--- src/rtl/pdp_unit1d_pkg.sv ---
// Shared definitions for the PDP 1D pooling window arbiter.
// Purpose : window-arbiter state encoding and default widths.
// Contents: PD_W_DEF  - default payload width per beat
//           CNT_W_DEF - default width of the window-length config / beat counter
//           arb_state_e - arbiter states (IDLE, BUSY0, BUSY1)
package pdp_unit1d_pkg;

  localparam int PD_W_DEF  = 185;
  localparam int CNT_W_DEF = 3;

  typedef enum logic [1:0] {
    IDLE  = 2'd0,
    BUSY0 = 2'd1,
    BUSY1 = 2'd2
  } arb_state_e;

endpackage

--- src/rtl/pdp_vld_rdy_stage.sv ---
// Single-entry valid/ready register slice.
// Purpose : registers a W-bit beat with full throughput; accepts a new beat
//           whenever the slot is empty or is being drained this cycle.
// Ports   : nvdla_core_clk  - clock
//           nvdla_core_rstn - asynchronous active-low reset
//           i_vld/o_rdy/i_dat - upstream side (o_rdy = i_rdy | ~o_vld)
//           o_vld/i_rdy/o_dat - downstream side
// The low RST_W data bits are reset to 0; the upper bits carry payload only
// and are deliberately left without reset.
module pdp_vld_rdy_stage #(
  parameter int W     = 187,
  parameter int RST_W = 2
) (
  input  logic         nvdla_core_clk,
  input  logic         nvdla_core_rstn,
  input  logic         i_vld,
  output logic         o_rdy,
  input  logic [W-1:0] i_dat,
  output logic         o_vld,
  input  logic         i_rdy,
  output logic [W-1:0] o_dat
);

  logic               r_vld;
  logic [RST_W-1:0]   r_dat_lo;
  logic [W-1:RST_W]   r_dat_hi;
  logic               w_load;

  assign o_rdy  = i_rdy | ~r_vld;
  assign w_load = i_vld & o_rdy;

  // Valid and the reset-carrying side-band bits; valid only changes when the
  // slot can move, so a stalled beat keeps valid high.
  always_ff @(posedge nvdla_core_clk or negedge nvdla_core_rstn) begin
    if (!nvdla_core_rstn) begin
      r_vld    <= 1'b0;
      r_dat_lo <= '0;
    end else begin
      if (o_rdy) begin
        r_vld <= i_vld;
      end
      if (w_load) begin
        r_dat_lo <= i_dat[RST_W-1:0];
      end
    end
  end

  // Payload bits: no reset needed, they are qualified by r_vld.
  always_ff @(posedge nvdla_core_clk) begin
    if (w_load) begin
      r_dat_hi <= i_dat[W-1:RST_W];
    end
  end

  assign o_vld = r_vld;
  assign o_dat = {r_dat_hi, r_dat_lo};

endmodule

--- src/rtl/pdp_unit1d_win_arb.sv ---
// Two-requester window arbiter for PDP 1D pooling.
// Purpose : grants one requester for a whole pooling window of
//           (cfg_win_len + 1) beats, alternating owners on ties between
//           windows, and registers the chosen beat into a valid/ready slice.
// Ports   : nvdla_core_clk, nvdla_core_rstn (async active-low)
//           cfg_win_len          - beats per window minus 1
//           reqN_pd/vld/rdy      - requester N handshake (N = 0,1)
//           out_pd/vld/rdy       - registered output handshake
//           out_last             - final beat of a window
//           out_src              - requester that supplied the out beat
//           arb_busy             - a window lock is held
module pdp_unit1d_win_arb
  import pdp_unit1d_pkg::*;
#(
  parameter int PD_W  = PD_W_DEF,
  parameter int CNT_W = CNT_W_DEF
) (
  input  logic             nvdla_core_clk,
  input  logic             nvdla_core_rstn,
  input  logic [CNT_W-1:0] cfg_win_len,
  input  logic [PD_W-1:0]  req0_pd,
  input  logic             req0_vld,
  output logic             req0_rdy,
  input  logic [PD_W-1:0]  req1_pd,
  input  logic             req1_vld,
  output logic             req1_rdy,
  output logic [PD_W-1:0]  out_pd,
  output logic             out_vld,
  input  logic             out_rdy,
  output logic             out_last,
  output logic             out_src,
  output logic             arb_busy
);

  arb_state_e       r_state;
  logic             r_last_owner;
  logic [CNT_W-1:0] r_beat_cnt;
  logic [CNT_W-1:0] r_win_len;
  logic             r_busy;

  logic             w_stg_rdy;
  logic             w_gnt0;
  logic             w_gnt1;
  logic             w_acc0;
  logic             w_acc1;
  logic             w_acc;
  logic             w_src;
  logic             w_last;
  logic [PD_W-1:0]  w_pd;
  logic [PD_W+1:0]  w_stg_dat;

  // Grant: in IDLE a lone requester wins and a tie goes to the requester that
  // did not own the previous window; inside a window only the owner is granted,
  // even while it bubbles.
  always_comb begin
    w_gnt0 = 1'b0;
    w_gnt1 = 1'b0;
    unique case (r_state)
      IDLE: begin
        w_gnt0 = req0_vld & (~req1_vld | r_last_owner);
        w_gnt1 = req1_vld & (~req0_vld | ~r_last_owner);
      end
      BUSY0:   w_gnt0 = 1'b1;
      BUSY1:   w_gnt1 = 1'b1;
      default: ;
    endcase
  end

  assign req0_rdy = w_stg_rdy & w_gnt0;
  assign req1_rdy = w_stg_rdy & w_gnt1;
  assign w_acc0   = req0_vld & req0_rdy;
  assign w_acc1   = req1_vld & req1_rdy;
  assign w_acc    = w_acc0 | w_acc1;
  assign w_src    = w_acc1;
  assign w_pd     = w_acc1 ? req1_pd : req0_pd;

  // A window-opening beat is last only for single-beat windows; inside a
  // window the beat count reaching the latched length closes it.
  assign w_last = (r_state == IDLE) ? (cfg_win_len == '0) : (r_beat_cnt == r_win_len);

  // Window FSM. cfg_win_len is only sampled when a window opens, so mid-window
  // reconfiguration takes effect from the next window. last_owner is updated
  // on every window close, including single-beat windows, so ties alternate.
  always_ff @(posedge nvdla_core_clk or negedge nvdla_core_rstn) begin
    if (!nvdla_core_rstn) begin
      r_state      <= IDLE;
      r_busy       <= 1'b0;
      r_beat_cnt   <= '0;
      r_win_len    <= '0;
      r_last_owner <= 1'b1;
    end else if (w_acc) begin
      if (r_state == IDLE) begin
        r_win_len  <= cfg_win_len;
        r_beat_cnt <= CNT_W'(1);
        if (cfg_win_len != '0) begin
          r_state <= w_src ? BUSY1 : BUSY0;
          r_busy  <= 1'b1;
        end else begin
          r_last_owner <= w_src;
        end
      end else begin
        r_beat_cnt <= r_beat_cnt + CNT_W'(1);
        if (w_last) begin
          r_state      <= IDLE;
          r_busy       <= 1'b0;
          r_last_owner <= w_src;
        end
      end
    end
  end

  assign arb_busy = r_busy;

  pdp_vld_rdy_stage #(
    .W     (PD_W + 2),
    .RST_W (2)
  ) u_out_stage (
    .nvdla_core_clk  (nvdla_core_clk),
    .nvdla_core_rstn (nvdla_core_rstn),
    .i_vld           (w_acc),
    .o_rdy           (w_stg_rdy),
    .i_dat           ({w_pd, w_last, w_src}),
    .o_vld           (out_vld),
    .i_rdy           (out_rdy),
    .o_dat           (w_stg_dat)
  );

  assign out_pd   = w_stg_dat[PD_W+1:2];
  assign out_last = w_stg_dat[1];
  assign out_src  = w_stg_dat[0];

endmodule
--- config.mk ---
export PLATFORM = sky130hd
export DESIGN_NAME = pdp_unit1d_win_arb
export DESIGN_NICKNAME = d
export VERILOG_FILES = /design/src/rtl/pdp_unit1d_pkg.sv /design/src/rtl/pdp_vld_rdy_stage.sv /design/src/rtl/pdp_unit1d_win_arb.sv
export SDC_FILE = /design/constraint.sdc
export NUM_CORES = 1
export LEC_CHECK = 0
export ABC_CLOCK_PERIOD_IN_PS = 5400
export CAP_MARGIN = 20
export CORE_AREA = 2 2 224 226
export CTS_CLUSTER_SIZE = 12
export DETAILED_ROUTE_END_ITERATION = 10
export DIE_AREA = 0 0 226 228
export PLACE_DENSITY = 0.55
export SETUP_SLACK_MARGIN = 0.2
export SLEW_MARGIN = 0
export SYNTH_ARGS = -nofsm -noshare
export SYNTH_HDL_FRONTEND = slang
export SYNTH_SLANG_ARGS = --single-unit
--- constraint.sdc ---
create_clock -name nvdla_core_clk -period 5.4 [get_ports nvdla_core_clk]
set_input_delay 0.54 -clock nvdla_core_clk [delete_from_list [all_inputs] [get_ports nvdla_core_clk]]
set_output_delay 0.54 -clock nvdla_core_clk [all_outputs]
set_load 0.005 [all_outputs]
# After elaboration in Yosys (flattened, before gate mapping)
# Index checks and enable logic that the tools add are counted.
[classes]
n_addsub = 1
eq_ne = 5
n_mux = 15
n_bitwise = 15
n_reduce_logical = 7
[op_table]
columns = ["cell", "count"]
rows = [
  ["2-to-1 mux 185 bit", 1],
  ["2-to-1 mux 2 bit", 4],
  ["AND 1 bit", 7],
  ["2-to-1 mux 1 bit", 7],
  ["AND reduction 3 bit", 2],
  ["NOT 1 bit", 4],
  ["bitwise OR 1 bit", 4],
  ["one-hot mux 1 bit (2 select lines)", 2],
  ["adder 3 x 1 -> 3 bit, second input constant", 1],
  ["equality test 3 bit", 1],
  ["zero test 3 bit", 1],
  ["2-to-1 mux 3 bit", 1],
  ["nonzero test 3 bit", 1],
  ["equality test 2 x 1 -> 1 bit, second input constant", 1],
  ["equality test 2 bit, second input constant", 1],
  ["zero test 2 bit", 1],
  ["!= test 2 x 1 -> 1 bit, second input constant", 1],
  ["!= test 2 bit, second input constant", 1],
  ["AND reduction 2 bit", 1],
  ["nonzero test 2 bit", 1],
]
[totals]
regBits = 198
in_bits = 378
output_inout_bits = 191
wordCells = 51

# Longest topological paths before layout
[depth]
word_depth = 9
depth_mapped = 6
mapped_depth_nobuf = 5

# Cells and area by module
# A second synthesis with hierarchy kept.
[unflattened]
cells_unflattened = 459
area_unflattened_um2 = 8908.5
[modules_own_cells]
columns = ["mod", "instances", "cells_each", "area_per_inst_um2", "seq_area_each_um2"]
rows = [
  ["pdp_vld_rdy_stage", 1, 194, 5696.7, 5630.4],
  ["pdp_unit1d_win_arb", 1, 265, 3211.8, 251.5],
]

# Least setup slack after synthesis
# OpenSTA, ideal clock, no wires.
[synth_timing]
kind = "input to register"
from = "input req0_vld"
to = "register r_state[0]"
setup_time_ns = 0.126
arrival_ns = 5.303
t_required_ns = 5.274
slack_ns = -0.029
cell_stages = 5
path_buffers = 0
cell_sequence = "nor2b_2 o21ai_2 inv_1 nand3_1 a22o_1"
[synth_between]
elab_chain_cells = 9
elab_cells_between_ends = 15
classes_between = "mux (5); bitwise (9); reduce/logical (1)"
[synth_rtl]
columns = ["element", "line", "rtl"]
rows = [
  ["start, declared", "pdp_unit1d_win_arb.sv:22", "input logic req0_vld,"],
  ["NOT 1 bit", "pdp_unit1d_win_arb.sv:61", "w_gnt1 = req1_vld & (~req0_vld | ~r_last_owner);"],
  ["bitwise OR 1 bit", "pdp_unit1d_win_arb.sv:61", ""],
  ["AND 1 bit", "pdp_unit1d_win_arb.sv:61", ""],
  ["one-hot mux 1 bit (2 select lines)", "pdp_unit1d_win_arb.sv:58", "unique case (r_state)"],
  ["AND 1 bit", "pdp_unit1d_win_arb.sv:70", "assign req1_rdy = w_stg_rdy & w_gnt1;"],
  ["AND 1 bit", "pdp_unit1d_win_arb.sv:72", "assign w_acc1 = req1_vld & req1_rdy;"],
  ["2-to-1 mux 2 bit", "pdp_unit1d_win_arb.sv:96", "r_state <= w_src ? BUSY1 : BUSY0;"],
  ["2-to-1 mux 2 bit", "pdp_unit1d_win_arb.sv:95", "if (cfg_win_len != '0) begin"],
  ["2-to-1 mux 2 bit", "pdp_unit1d_win_arb.sv:92", "if (r_state == IDLE) begin"],
  ["end signal, assigned", "pdp_unit1d_win_arb.sv:96", ""],
  ["end, declared", "pdp_unit1d_win_arb.sv:35", "arb_state_e r_state;"],
]
# Parallel ways exist; a longest one is shown, timed or not. The select of a mux whose other input is x is not followed.
# A chain may end at the register's enable or synchronous reset.

# Final worst setup path
[layout_timing]
from = "input req1_vld"
to = "register u_out_stage.r_dat_hi[9] (netlist name), enable pin"
[layout_between]
elab_chain_cells = 8
elab_cells_between_ends = 12
classes_between = "mux (2); bitwise (10)"
[layout_rtl]
columns = ["element", "line", "rtl"]
rows = [
  ["start, declared", "pdp_unit1d_win_arb.sv:25", "input logic req1_vld,"],
  ["NOT 1 bit", "pdp_unit1d_win_arb.sv:60", "w_gnt0 = req0_vld & (~req1_vld | r_last_owner);"],
  ["bitwise OR 1 bit", "pdp_unit1d_win_arb.sv:60", ""],
  ["AND 1 bit", "pdp_unit1d_win_arb.sv:60", ""],
  ["one-hot mux 1 bit (2 select lines)", "pdp_unit1d_win_arb.sv:58", ""],
  ["AND 1 bit", "pdp_unit1d_win_arb.sv:69", "assign req0_rdy = w_stg_rdy & w_gnt0;"],
  ["AND 1 bit", "pdp_unit1d_win_arb.sv:71", "assign w_acc0 = req0_vld & req0_rdy;"],
  ["bitwise OR 1 bit (*)", "pdp_unit1d_win_arb.sv:73", "assign w_acc = w_acc0 | w_acc1;"],
  ["AND 1 bit (*)", "pdp_vld_rdy_stage.sv:30", "assign w_load = i_vld & o_rdy;"],
  ["net u_out_stage.w_load", "pdp_vld_rdy_stage.sv:27", "logic w_load;"],
  ["end signal, assigned", "pdp_vld_rdy_stage.sv:51", "r_dat_hi <= i_dat[W-1:RST_W];"],
  ["end, declared", "pdp_vld_rdy_stage.sv:26", "logic [W-1:RST_W] r_dat_hi;"],
]
# Mark *: on every way through the listed nets, which the timed path passes. The rest lies on a longest branch.

==> impl_metrics.ini <==
[global_route]
grt.busiest_layer = met2
grt_use_met1 = 0.108
antenna_found_initial = 2
grt_overflow = 0
grt.total_usage = 0.114
met2_usage = 0.205
grt_pass1_vias = 6576
grt_max_degree = 84
grt_pass1_wl_um = 41400
use_met3 = 0.0565

[placed_design]
dp_cells = 1685
place_congestion = 0.767
io_buffer_count = 568
dp_hpwl_um = 23800

[setup_path]
max_stage_delay_ps = 850
crit_buf_inv = 3
crit_path_start_kind = input port
crit_slowest_cell = clkinvlp_4
path_max_fanout = 58
crit_family = buffers and inverters
cp.required_ps = 5590
arrival_ps = 3080
crit_type = in -> reg
cp_cell_sequence = clkdlybuf4s50_1 > nor2b_1 > o21ai_2 > clkinvlp_4 > buf_12
crit_path_end_kind = flop

[logic_synthesis]
netlist_area_sq_mm = 0.00890
synth-simple-area-share = 0.0180
synth.distinct_cells = 34
synth.area.mux_share = 0.280
synth_fa_ha_area_frac = 0.00141
synth_top_family_by_area = multiplexers
yosysSeqAreaShare = 0.661
synthCells = 454
synthesis.nets = 833
synth_compound_area_frac = 0.0108
yosysWarningCount = 0
synth_seq_cells = 198
syn_avg_cell_area_sq_um = 19.6
synth_xor_area_frac = 0.00295

[sta]
max-slew-margin-rel = 0.386
min_period_ps = 2890
report.final.slew_viol_count = 0
setup_violations = 0
worst_slew_pin_slew_ps = 919
clock.fmax_ghz = 0.346
fin_skew_ps = 13.3
setup_tns_ps = 0
finalHoldViolCount = 0
rsz0062_at_grt = false
period_share = 0.535

[final_layout]
fill_cells = 4951
areaGrowthSynthToFinish_pct = 78.2
diodes = 0
drive_gt1_frac = 0.209
nNetsFinal = 1411
final_cells = 1717

[pwr]
p_per_area_mw_per_mm2 = 364
p_int_mw = 4.19
combPwrFrac = 0.373
sw_frac_of_total = 0.275
clkPwrFrac = 0.204
pwr-share-seq = 0.422
switching_power_mw = 1.59
ir_worst_vdd_v = 0.000154
power_leakage_nw = 5.90

[route]
vias_per_cell = 3.62
num_vias = 6220
routed_wl_um = 29800
drc = 0
drt-initial-drc-count = 147
drt_pre_antenna_iters = 4
ant_nets = 0
wl_per_cell_um = 17.4

[clock_network]
hold_buffers = 0
cts_setup_buffers = 0
clk-insertion-delay-late_ps = 480
cts_root_buffer = clkbuf_16
clk_pin_slew_ps = 70
cts_tree = yes
cts_made_buffers = 17
cts_buffer_depth = 2
cts.sinks = 198
htree_levels = 4
cts_resized = 0

[die]
die_height_um = 228
coreArea_sq_mm = 0.0493
rows = 82
initial_core_util = 0.180
die_w_um = 226
pin_count = 569
die_area_sq_mm = 0.0515

[worst_hold_path]
min_path_type = in -> async

[status]
status = complete, no violations

[job]
drv_cap = 0
metrics by stage:
stage	util	cell area, sq um	setup WS (ps)	total power, mW	hold slack (ps)
5_1_grt	0.321	15900	2280	6.09	480
3_5_place_dp	0.311	15300	1890	4.69	481
6_report	0.321	15900	2510	5.78	469
2_1_floorplan	-	8900	1130	3.36	244
3_3_place_gp	0.311	15300	1860	4.67	500
4_1_cts	0.321	15900	2440	5.93	410
cells in the final DEF (no fill, tap or decap), drive strengths merged, types with 3 or more instances in the layout:
master and n:
nand2 8, buf 11, clkinv 10, mux2 188, edfxtp 185, clkdlybuf4s50 568
nand3 3, o21ai 5, nor3 4, nor2b 3, clkbuf 20, xor2 3
nor2 4, dfrtp 12
path summary, 6_finish.rpt:
kind                                    from  depth (start not counted)                       to  slack, ps
setup / recovery                    req1_vld                          5  u_out_stage.r_dat_hi[9]       2510
hold / removal               nvdla_core_rstn                          1             r_win_len[1]        470
setup reg to reg                  r_state[0]                          4  u_out_stage.r_dat_hi[9]       2750
hold reg to reg                     arb_busy                          1                 arb_busy        500
max in group asynchronous    nvdla_core_rstn                          1               r_state[0]       4510
min in group nvdla_core_clk         arb_busy                          1                 arb_busy        500
cell families after synthesis:
| family | count (synthesis) |
|---|---|
| xor+xnor | 3 |
| compound gates | 14 |
| fa+ha+maj | 1 |
| buf+inv | 21 |
| flops | 198 |
| simple gates | 29 |
| mux | 188 |
power groups by stage:
stage | sequential (mW) | combinational, mW | clock (mW)
after floorplan | 2.55 | 0.814 | 0
after global placement | 2.47 | 2.20 | 0
after detailed placement | 2.48 | 2.21 | 0
after CTS | 2.45 | 2.22 | 1.26
after global routing | 2.49 | 2.30 | 1.30
final | 2.44 | 2.16 | 1.18
synth_stat cells, drive strengths merged:
| cell type | n | area (sq um) |
|---|---|---|
| ha | 1 | 12.5 |
| nor4b | 1 | 8.76 |
| nor2 | 4 | 17.5 |
| edfxtp | 185 | 5560 |
| xor2 | 3 | 26.3 |
| nand2b | 2 | 12.5 |
| a21oi | 2 | 10.0 |
| inv | 1 | 3.75 |
| or2 | 1 | 6.26 |
| mux2 | 188 | 2490 |
| nor2b | 3 | 21.3 |
| dfrtp | 12 | 300 |
| nand2 | 8 | 30.0 |
| nand3 | 3 | 20.0 |
| o21ai | 5 | 28.8 |
| o31a | 1 | 8.76 |
| nor3 | 4 | 25.0 |
| o211ai | 1 | 7.51 |
| dfstp | 1 | 26.3 |
| and3 | 1 | 6.26 |
| a21o | 2 | 15.0 |
| buf | 20 | 225 |
| a22o | 2 | 17.5 |
| nor4 | 2 | 12.5 |
| o2bb2ai | 1 | 8.76 |
metal layers:
metal	vias to the layer above	part of all wire
met3	31	0.12
met2	363	0.51
met5	-	0
met1	2895	0.35
li1	2931	-
met4	0	0.023
worst reg2reg max path: stages (launching register included):
cell,delay (ps)
dfrtp_1,480
nor2b_1,100
o21ai_2,340
clkinvlp_4,850
buf_12,550
sequential cells by signal, indices dropped and copies added, names as in the netlist:
| signal | cells |
|---|---|
| arb_busy | 1 |
| u_out_stage.r_dat_hi | 185 |
| u_out_stage.r_dat_lo | 2 |
| r_state | 2 |
| r_beat_cnt | 3 |
| u_out_stage.o_vld | 1 |
| r_win_len | 3 |
| r_last_owner | 1 |
area by class of cell:
class / instances / area (sq um) / share of cell area
Tap cell: 672 / 841 / 0.0530
Sequential cell: 198 / 5880 / 0.371
Clock buffer: 20 / 437 / 0.0275
Multi-Input combinational cell: 235 / 2800 / 0.176
Timing Repair Buffer: 579 / 5820 / 0.367
Clock inverter: 12 / 81.3 / 0.00513
Inverter: 1 / 7.51 / 0.000473
No activity file was read; power rests on OpenSTA's default activity.
